<file path="src/rtl/alu_instr_encoder.sv">
// Encodes ALU/load/store/branch requests into RV32I instruction words and
// queues them, tagged with an auto-incrementing byte address, in a 2-deep FIFO.
module alu_instr_encoder #(
   parameter int                ADDR_W    = 8,
   parameter logic [ADDR_W-1:0] BASE_ADDR = '0
) (
   input  logic              clk,
   input  logic              rst_n,
   input  logic              restart,
   input  logic              in_valid,
   output logic              in_ready,
   input  logic [1:0]        in_kind,
   input  logic [2:0]        in_alu,
   input  logic [4:0]        in_rd,
   input  logic [4:0]        in_rs1,
   input  logic [4:0]        in_rs2,
   input  logic [12:0]       in_imm,
   output logic              out_valid,
   input  logic              out_ready,
   output logic [31:0]       out_instr,
   output logic [ADDR_W-1:0] out_addr,
   output logic              err,
   output logic [15:0]       emitted
);

   typedef struct packed {
      logic [31:0]       instr;
      logic [ADDR_W-1:0] addr;
   } entry_t;

   localparam logic [1:0] K_LW  = 2'b00;
   localparam logic [1:0] K_SW  = 2'b01;
   localparam logic [1:0] K_ALU = 2'b10;

   entry_t            head_q, tail_q, new_e;
   logic [1:0]        cnt_q;
   logic [ADDR_W-1:0] addr_q;
   logic [31:0]       enc;
   logic [2:0]        f3;
   logic [6:0]        f7;
   logic              illegal;
   logic              accept, push, pop;

   always_comb begin
      f3      = 3'b000;
      f7      = 7'b0000000;
      illegal = 1'b0;
      case (in_alu)
         3'b000: f3 = 3'b000;
         3'b001: begin f3 = 3'b000; f7 = 7'b0100000; end
         3'b010: f3 = 3'b111;
         3'b011: f3 = 3'b110;
         3'b100: f3 = 3'b010;
         default: illegal = (in_kind == K_ALU);
      endcase
      case (in_kind)
         K_LW:  enc = {in_imm[11:0], in_rs1, 3'b010, in_rd, 7'b0000011};
         K_SW:  enc = {in_imm[11:5], in_rs2, in_rs1, 3'b010, in_imm[4:0], 7'b0100011};
         K_ALU: enc = {f7, in_rs2, in_rs1, f3, in_rd, 7'b0110011};
         default: begin
            enc = {in_imm[12], in_imm[10:5], in_rs2, in_rs1, 3'b000,
                   in_imm[4:1], in_imm[11], 7'b1100011};
            // Branch offsets are halfword-aligned; an odd offset cannot be encoded.
            illegal = in_imm[0];
         end
      endcase
   end

   assign new_e     = '{instr: enc, addr: addr_q};
   assign out_valid = (cnt_q != 2'd0);
   assign pop       = out_valid & out_ready & ~restart;
   assign in_ready  = ~restart & ((cnt_q != 2'd2) | (out_valid & out_ready));
   assign accept    = in_valid & in_ready;
   assign push      = accept & ~illegal;
   assign out_instr = head_q.instr;
   assign out_addr  = head_q.addr;

   always_ff @(posedge clk or negedge rst_n) begin
      if (!rst_n) begin
         head_q  <= '{instr: 32'h0, addr: BASE_ADDR};
         tail_q  <= '{instr: 32'h0, addr: BASE_ADDR};
         cnt_q   <= 2'd0;
         addr_q  <= BASE_ADDR;
         err     <= 1'b0;
         emitted <= 16'h0;
      end else if (restart) begin
         cnt_q  <= 2'd0;
         addr_q <= BASE_ADDR;
         err    <= 1'b0;
      end else begin
         err <= accept & illegal;
         if (push) addr_q <= addr_q + ADDR_W'(3'd4);
         if (pop)  emitted <= emitted + 16'd1;
         case ({push, pop})
            2'b10: begin
               if (cnt_q == 2'd0) head_q <= new_e;
               else               tail_q <= new_e;
               cnt_q <= cnt_q + 2'd1;
            end
            2'b01: begin
               head_q <= tail_q;
               cnt_q  <= cnt_q - 2'd1;
            end
            2'b11: begin
               // Occupancy is unchanged; with one entry the new word replaces the head.
               if (cnt_q == 2'd1) head_q <= new_e;
               else begin
                  head_q <= tail_q;
                  tail_q <= new_e;
               end
            end
            default: ;
         endcase
      end
   end

endmodule

</file>
<file path="config.mk">
export PLATFORM = sky130hd
export DESIGN_NAME = alu_instr_encoder
export DESIGN_NICKNAME = d
export VERILOG_FILES = /design/src/rtl/alu_instr_encoder.sv
export SDC_FILE = /design/constraint.sdc
export NUM_CORES = 1
export LEC_CHECK = 0
export CORE_UTILIZATION = 50
export CTS_BUF_LIST = sky130_fd_sc_hd__clkbuf_8
export DETAILED_ROUTE_END_ITERATION = 12
export DONT_BUFFER_PORTS = 1
export HOLD_SLACK_MARGIN = 0.08
export MAX_ROUTING_LAYER = met4
export PLACE_DENSITY_LB_ADDON = 0.12
export SYNTH_ARGS = -nofsm -noshare
export SYNTH_HDL_FRONTEND = slang
export SYNTH_SLANG_ARGS = --single-unit
</file>
<file path="constraint.sdc">
create_clock -name clk -period 5.2 [get_ports clk]
set_input_delay 1.04 -clock clk [delete_from_list [all_inputs] [get_ports clk]]
set_output_delay 1.04 -clock clk [all_outputs]
set_load 0.05 [all_outputs]
</file>
### After elaboration in Yosys (flattened, before gate mapping)

Index checks and enable logic that the tools add are counted.

* memories kept: 0
* output and inout port bits: 59
* logic and storage cells: 64
* RAM bits: 0
* bits in latches: 0
* register bits: 107
* bits in read-only memories: 0

* multiplexer cells: 16
* bitwise logic cells: 9
* reductions and logical operators: 13
* divide/modulo/power cells: 0
* shifts and indexed selects: 0
* eq/ne operators: 14
* $mul: 0
* $lt $le $gt $ge: 0
* add/sub/neg operators: 4

Operators by type and width (number)
* $mux 40: 4
* $pmux 40 s3: 1
* $pmux 32 s3: 1
* $pmux 40 s2: 1
* $add 16x1->16 const B: 1
* $mux 8: 2
* $pmux 3 s3: 1
* $add 8x3->8 const B: 1
* $ne 2x2->1 const B: 4
* $and 1x1->1: 6
* $eq 2x1->1 const B: 3
* $eq 2x2->1 const B: 3
* $eq 3x2->1 const B: 2
* $mux 6: 1
* $reduce_bool 2->1: 3
* $reduce_bool 3->1: 2
* $reduce_or 5->1: 1
* $logic_not 2->1: 2
* $pmux 2 s2: 1
* $reduce_and 4->1: 1
* $eq 3x1->1 const B: 1
* $eq 3x3->1 const B: 1
* $logic_not 3->1: 1
* $mux 1: 3
* 8 further kinds: 9

### Depth between registers and ports, before layout

Gate-level depths: netlist of the first run.

* depth after elaboration: 9
* gate-level depth with buffers: 9
* mapped depth without buffers: 7

### Worst setup path before layout of the first run

OpenSTA, ideal clock, no wires.

* kind: input to output
* from: input restart
* to: output in_ready
* stages on the path: 3
* arrival time: 2.460 ns
* required time: 4.160 ns
* slack: 1.700 ns
* path through: buf_2 clkbuf_1 o21ai_0

* word-level cells in the longest chain between the ends: 2

RTL lines
* from (decl): RTL line 9 `input logic restart,`
* $not 1->1 (no source line)
* $and 1x1->1: RTL line 72 `assign in_ready = ~restart & ((cnt_q != 2'd2) | (out_valid & out_ready));`
* to (decl): RTL line 11 `output logic in_ready,`

Every way passes these cells.

### Worst setup path in the final report of the first run

* from: register cnt_q[1]
* to: output in_ready

* word-level cells in the longest chain between the ends: 4

RTL lines
* from (decl): RTL line 36 `logic [1:0] cnt_q;`
* from (signal assigned): RTL line 98 `cnt_q <= cnt_q + 2'd1;`
* from (signal assigned): RTL line 102 `cnt_q <= cnt_q - 2'd1;`
* $reduce_bool 2->1: RTL line 70 `assign out_valid = (cnt_q != 2'd0);`
* $and 1x1->1: RTL line 72
* $or 1x1->1 (*): RTL line 72
* $and 1x1->1 (*): RTL line 72

Mark *: on every way between the ends. The rest lies on a longest branch, timed or not.

==> impl_metrics.py, run 1 <==
metrics = {
    "synth": {
        "synth_top_family_by_area": "simple AND/OR/NAND/NOR gates",
        "synth_fa_ha_area_share_pct": 1.366,
        "synthArstFlopShare_pct": 100.0,
        "avgSynthCellArea_um2": 9.980,
        "synth_xor_area_share_pct": 3.742,
        "syn_area_um2": 4581,
        "synth-compound-area-share_pct": 9.724,
        "ys_seq_elements": 96,
        "synth-main-ff-cell": "dfrtp_1",
        "synthMuxAreaShare_pct": 8.768,
        "ys_seq_area_share_pct": 52.44,
        "yosys.area_share.simple_pct": 19.72,
        "synth-edff-count": 0,
        "syn_inst": 459,
        "ys_types": 53,
        "yosys_warnings": 0,
    },
    "placement": {
        "placedCellCount": 545,
        "port_buffers": 0,
        "place.gp.congestion": 0.8614,
        "hpwl_um": 6659,
    },
    "sta": {
        "rsz0062_at_grt": "false",
        "min_period_over_period_pct": 64.82,
        "slew_viol_final": 0,
        "fmax_mhz": 296.7,
        "hold_viol": 0,
        "min_period_ns": 3.371,
        "relSlewSlack_pct": 35.97,
        "finalSetupTns_ns": 0,
        "tightest_slew_ns": 0.9541,
        "finalHoldWorstSlack_ns": 0.3607,
        "skew_ns": 0.01570,
        "setup_violations": 0,
    },
    "setup_path": {
        "cp_data_required_time_ns": 4.16,
        "worstSetupPathType": "reg -> out",
        "ff2ff_setup_slack_ns": 2.52,
        "reg2reg_to": "out_addr[5]$_DFFE_PN0P_",
        "rr_worst_depth": 8,
        "crit_arrival_ns": 2.33,
        "critPathMaxFanout": 10,
        "cp-start-kind": "flop",
        "endpoint_kind": "output port",
        "timing.rr.start": "cnt_q[1]$_DFFE_PN0P_",
    },
    "drt": {
        "first_iter_violations": 154,
        "drc": 12,
        "drt_wl_total_um": 10150,
        "via_per_inst": 5.766,
        "first_pass_iters": 8,
        "wire_per_inst_um": 18.09,
        "vias": 3235,
        "ant_nets": 0,
    },
    "clock_network": {
        "insertion_delay_ns": 0.36,
        "cts_inserted_buffers": 9,
        "cts.repair.resized": 0,
        "cts_hold_buffers": 0,
        "cts_tree": "done",
        "cts.htree.levels": 3,
        "clock_sinks": 96,
        "root_buffer": "clkbuf_8",
        "cts_setup_buffers": 0,
        "clkSlewWorstSetupHoldPaths_ns": 0.10,
        "cts_max_path_buffers": 2,
    },
    "global_route": {
        "grt_pass1_vias": 3233,
        "grt_pass1_wl_um": 17110,
        "grt.total_usage_pct": 23.84,
        "grt_start_max_net_pins": 97,
        "overflow": 0,
        "antenna_found_initial": 0,
    },
    "cells_and_area": {
        "fin_nets": 491,
        "finish.utilization_pct": 54.55,
        "drive_gt1_share_pct": 10.60,
        "diodes": 0,
        "final_cells": 561,
        "area_growth_pct": 4.862,
    },
    "flow_run": {
        "max_cap_viol_count": 0,
    },
    "power_and_ir_drop": {
        "p_leak_nw": 2.278,
        "irDropWorstVdd_v": 0.0002607,
        "cellPowerDensity_nw_per_um2": 587.4,
        "total_power_w": 0.002821,
    },
    "floorplanning": {
        "pin_count": 97,
        "die_y_um": 97.72,
        "fp.coreArea_um2": 8806,
        "start_util_pct": 52.02,
        "die_w_um": 97.72,
        "die_area_um2": 9548,
        "rows": 34,
    },
    "worst_hold_path": {
        "worstHoldPathType": "in -> async",
    },
    "run_status": {
        "outcome": "complete, but fails checks",
        "violations": "DRC",
    },
}
## layout by cell type, fill, tap and decap left out, drive strengths merged, types with 2 or more instances in the layout
cell	n
o211ai	4
nand4	2
nor3	29
o21a	2
nand3	8
and2	8
o31ai	2
and4	2
inv	14
buf	6
nand2	119
nor2	9
dfrtp	96
xor2	5
mux2	17
a32oi	2
a211oi	3
nand2b	7
or3b	2
and3	5
conb	2
a21oi	12
ha	5
clkbuf	10
o21ai	14
clkinv	3
mux2i	21
a31oi	18
xnor2	12
## worst max-delay path, stage by stage (launching register included)
cell and delay (ns):
dfrtp_1 0.43, inv_1 0.08, ha_1 0.31, or3b_1 0.57, o21ai_1 0.59
## power breakdown
part           switching (W)  total (W)  internal (W)
Sequential          0.000731    0.00173      0.000994
Combinational       0.000364   0.000640      0.000276
Clock               0.000266   0.000456      0.000190
## registers in the layout, indices dropped and copies added, names as in the netlist
register   flops
err            1
out_addr       7
cnt_q          2
addr_q         6
emitted       16
out_instr     29
tail_q        35
## worst max-delay path by stage
| stage | from | endpoint | slack, ns | depth (start not counted) |
|---|---|---|---|---|
| 2_1_floorplan | restart | in_ready | 1.70 | 3 |
| 5_1_grt | cnt_q[1]$_DFFE_PN0P_ | in_ready | 1.70 | 4 |
| 4_1_cts | cnt_q[1]$_DFFE_PN0P_ | in_ready | 1.84 | 4 |
| 3_5_place_dp | restart | in_ready | 1.98 | 2 |
| 6_report | cnt_q[1]$_DFFE_PN0P_ | in_ready | 1.83 | 4 |
| 3_3_place_gp | restart | in_ready | 2.00 | 2 |
## layout make-up
cell class	instances	area (um2)
tap	108	135.1
inverter	11	41.29
multi-input combinational	324	1998
timing repair buffer	6	45.04
clock buffer	10	137.6
sequential	96	2402
clock inverter	6	43.79
fill	792	4003
## through the flow
step,cell area [um2],setup slack (ns)
after global placement,4622,2.002
after global routing,4803,1.698
after CTS,4803,1.843
after floorplan,4584,1.700
final,4803,1.829
after detailed placement,4622,1.985
## routing by layer
layer	part of all wire (%)	vias up	global-route usage [%]
li1	-	1540	-
met1	46	1599	31.60
met2	47	87	36.22
met3	5.9	9	6.403
met4	1.1	0	6.643
met5	0	-	-
## cells by family (layout without fill, tap and decap cells)
logic type,Yosys count,in the layout
compound gates,65,65
xor+xnor,18,18
fa+ha+maj,5,5
buf+inv,40,33
flops,96,96
mux,38,38
other cells,1,2
simple gates,196,196
## Yosys cell counts, types with 4 or more instances
library cell,n,share of area (%)
nand2_1,119,9.8
dfrtp_1,96,52
nor3_1,28,3.1
mux2i_1,21,4.6
a31oi_1,18,2.5
mux2_2,17,4.2
xnor2_1,12,2.3
a21oi_1,11,1.2
buf_2,11,1.2
clkbuf_1,11,0.90
inv_1,11,0.90
o21ai_0,11,1.2
nor2_1,9,0.74
and2_1,8,1.1
nand3_1,8,0.87
nand2b_1,6,0.82
and3_1,5,0.68
buf_4,5,0.82
ha_1,5,1.4
xor2_1,5,0.96
o211ai_1,4,0.66
No activity file was read; power rests on OpenSTA's default activity.
==> run 2: changes to the inputs <==
==> constraint.sdc (replaced) <==
create_clock -name clk -period 2.8 [get_ports clk]
set_input_delay 0.56 -clock clk [delete_from_list [all_inputs] [get_ports clk]]
set_output_delay 0.56 -clock clk [all_outputs]
set_load 0.05 [all_outputs]
==> run 2 against run 1 <==
- the run still ends with DRC left
- critical path depth up 1
- largest cell class unchanged
- critical path type unchanged
- register-to-register slack worse by 2.1 ns
- clock power up 80%
- global-route usage down 0.52 points
- worst setup slack worse by 1.7 ns
- combinational power up 97%
- cell count up 1.2%
- utilization up 0.88 points
==> impl_metrics.py, run 2 (synthesized netlist as in run 1, its figures left out) <==
metrics = {
    "run_status": {
        "outcome": "complete, but fails checks",
        "violations": "DRC",
    },
    "flow_run": {
        "max_cap_viol_count": 0,
    },
    "clock_network": {
        "clock_sinks": 96,
        "cts_inserted_buffers": 9,
        "cts_max_path_buffers": 2,
        "clkSlewWorstSetupHoldPaths_ns": 0.09,
        "cts.htree.levels": 3,
        "cts_tree": "done",
        "cts.repair.resized": 0,
        "root_buffer": "clkbuf_8",
        "insertion_delay_ns": 0.36,
    },
    "cells_and_area": {
        "diodes": 0,
        "multi_input_area_um2": 1998,
        "mostFrequentLayoutCells": "119 x nand2_1, 96 x dfrtp_1, 28 x nor3_1, 21 x mux2i_1, 18 x a31oi_1",
        "area_growth_pct": 6.556,
        "seqCellArea_um2": 2402,
        "final_cells": 568,
        "fill_cells": 792,
        "max_flop_register": "tail_q",
        "largest_reg_flops": 35,
        "drive_gt1_share_pct": 11.96,
        "fin_nets": 498,
        "final_common_cell": "nand2_1",
    },
    "floorplanning": {
        "rows": 34,
        "pin_count": 97,
        "start_util_pct": 52.02,
        "fp.coreArea_um2": 8806,
        "die_y_um": 97.72,
        "die_w_um": 97.72,
        "die_area_um2": 9548,
    },
    "sta": {
        "min_period_over_period_pct": 94.09,
        "hold_viol": 0,
        "tightest_slew_ns": 0.9257,
        "setup_violations": 0,
        "min_period_ns": 2.634,
        "finalSetupTns_ns": 0,
        "fmax_mhz": 379.6,
        "rsz0062_at_grt": "false",
        "skew_ns": 0.01207,
        "worst_slack_ns": 0.1656,
        "finalHoldWorstSlack_ns": 0.08305,
        "slew_viol_final": 0,
        "relSlewSlack_pct": 38.29,
    },
    "setup_path": {
        "endpoint_kind": "output port",
        "cp-start-kind": "flop",
        "crit_arrival_ns": 2.07,
        "critPathMaxFanout": 10,
        "max_stage_delay_ns": 0.56,
        "cp_cell_sequence": "inv_1, ha_1, or3b_1, o21ai_1, buf_4",
        "cp_slowest_cell": "or3b_1",
        "cp_data_required_time_ns": 2.24,
        "worstSetupPathType": "reg -> out",
    },
    "drt": {
        "vias": 3276,
        "wire_per_inst_um": 17.48,
        "ant_nets": 0,
        "drc": 12,
        "first_iter_violations": 182,
        "via_per_inst": 5.768,
        "first_pass_iters": 8,
        "drt_wl_total_um": 9931,
    },
    "global_route": {
        "grt_pass1_wl_um": 16950,
        "antenna_found_initial": 0,
        "grt_start_max_net_pins": 97,
        "overflow": 0,
        "grt_pass1_vias": 3289,
        "grt.total_usage_pct": 23.32,
    },
    "placement": {
        "hpwl_um": 6714,
        "port_buffers": 0,
        "place.gp.congestion": 0.8224,
        "placedCellCount": 551,
        "pre_cts_ws_ns": 0.3729,
    },
    "power_and_ir_drop": {
        "pwr-share-clk_pct": 15.5,
        "irDropWorstVdd_v": 0.0005074,
        "p_sw_w": 0.002534,
        "cellPowerDensity_nw_per_um2": 1081,
        "p_int_w": 0.002744,
        "switching_share_pct": 48.01,
        "p_comb_share_pct": 23.9,
        "total_power_w": 0.005277,
        "seq_power_share_pct": 60.6,
        "p_leak_nw": 2.314,
    },
    "worst_hold_path": {
        "worstHoldPathType": "in -> async",
    },
}
==> run 2: per-stage QoR <==
stage	area (um2)	utilization (%)
final	4881	55.43
after CTS	4853	55.12
after floorplan	4584	-
after global routing	4881	55.43
after global placement	4679	53.14
after detailed placement	4679	53.14
==> run 2: layout make-up <==
type                       count  area share [%]
clock buffer                  10           2.820
clock inverter                 6          0.7434
inverter                      11          0.8459
multi-input combinational    324           40.94
sequential                    96           49.22
tap                          108           2.769
timing repair buffer          13           2.666
==> run 2: final timing paths <==
path	start	end	slack, ns	depth (start not counted)
min in group clk	restart	addr_q[4]$_DFFE_PN0P_	0.26	1
min reg2reg	tail_q[9]$_DFFE_PN0P_	tail_q[9]$_DFFE_PN0P_	0.47	1
max reg2reg	cnt_q[1]$_DFFE_PN0P_	out_instr[12]$_DFFE_PN0P_	0.41	6
max in group asynchronous	rst_n	addr_q[3]$_DFFE_PN0P_	2.29	1
max	cnt_q[1]$_DFFE_PN0P_	in_ready	0.17	5
min	rst_n	emitted[9]$_DFFE_PN0P_	0.08	1
==> run 2: timing repair <==
item / CTS / global route
endpoints found under the hold margin: 96 / 96
setup buffers: 0 / 0
setup endpoints to repair: 0 / 0
==> run 2: power groups by stage <==
| stage | Sequential, W | Clock [W] | Combinational (W) |
|---|---|---|---|
| finish | 0.00320 | 0.000821 | 0.00126 |
| global route | 0.00326 | 0.000891 | 0.00143 |
| floorplan | 0.00310 | 0 | 0.00104 |
| detailed placement | 0.00324 | 0 | 0.00124 |
| CTS | 0.00321 | 0.000838 | 0.00125 |
| global placement | 0.00323 | 0 | 0.00121 |
==> run 2: metal layers <==
metal	GRT usage (%)	vias to the layer above	share of wire (%)	wire, um
met5	-	-	0	0
met4	7.925	0	1.7	169
met3	4.964	18	5.7	565
met2	35.30	73	47	4693
met1	31.28	1626	45	4502
li1	-	1559	-	-
==> run 2: critical path, delay by kind of cell (launching register included) <==
family	cells	cell delay [ns]
AO/OA/AOI/OAI	1	0.14
adder cells (fa/ha/maj)	1	0.30
buffers and inverters	2	0.29
flip-flops	1	0.43
AND/OR/NAND/NOR	1	0.56
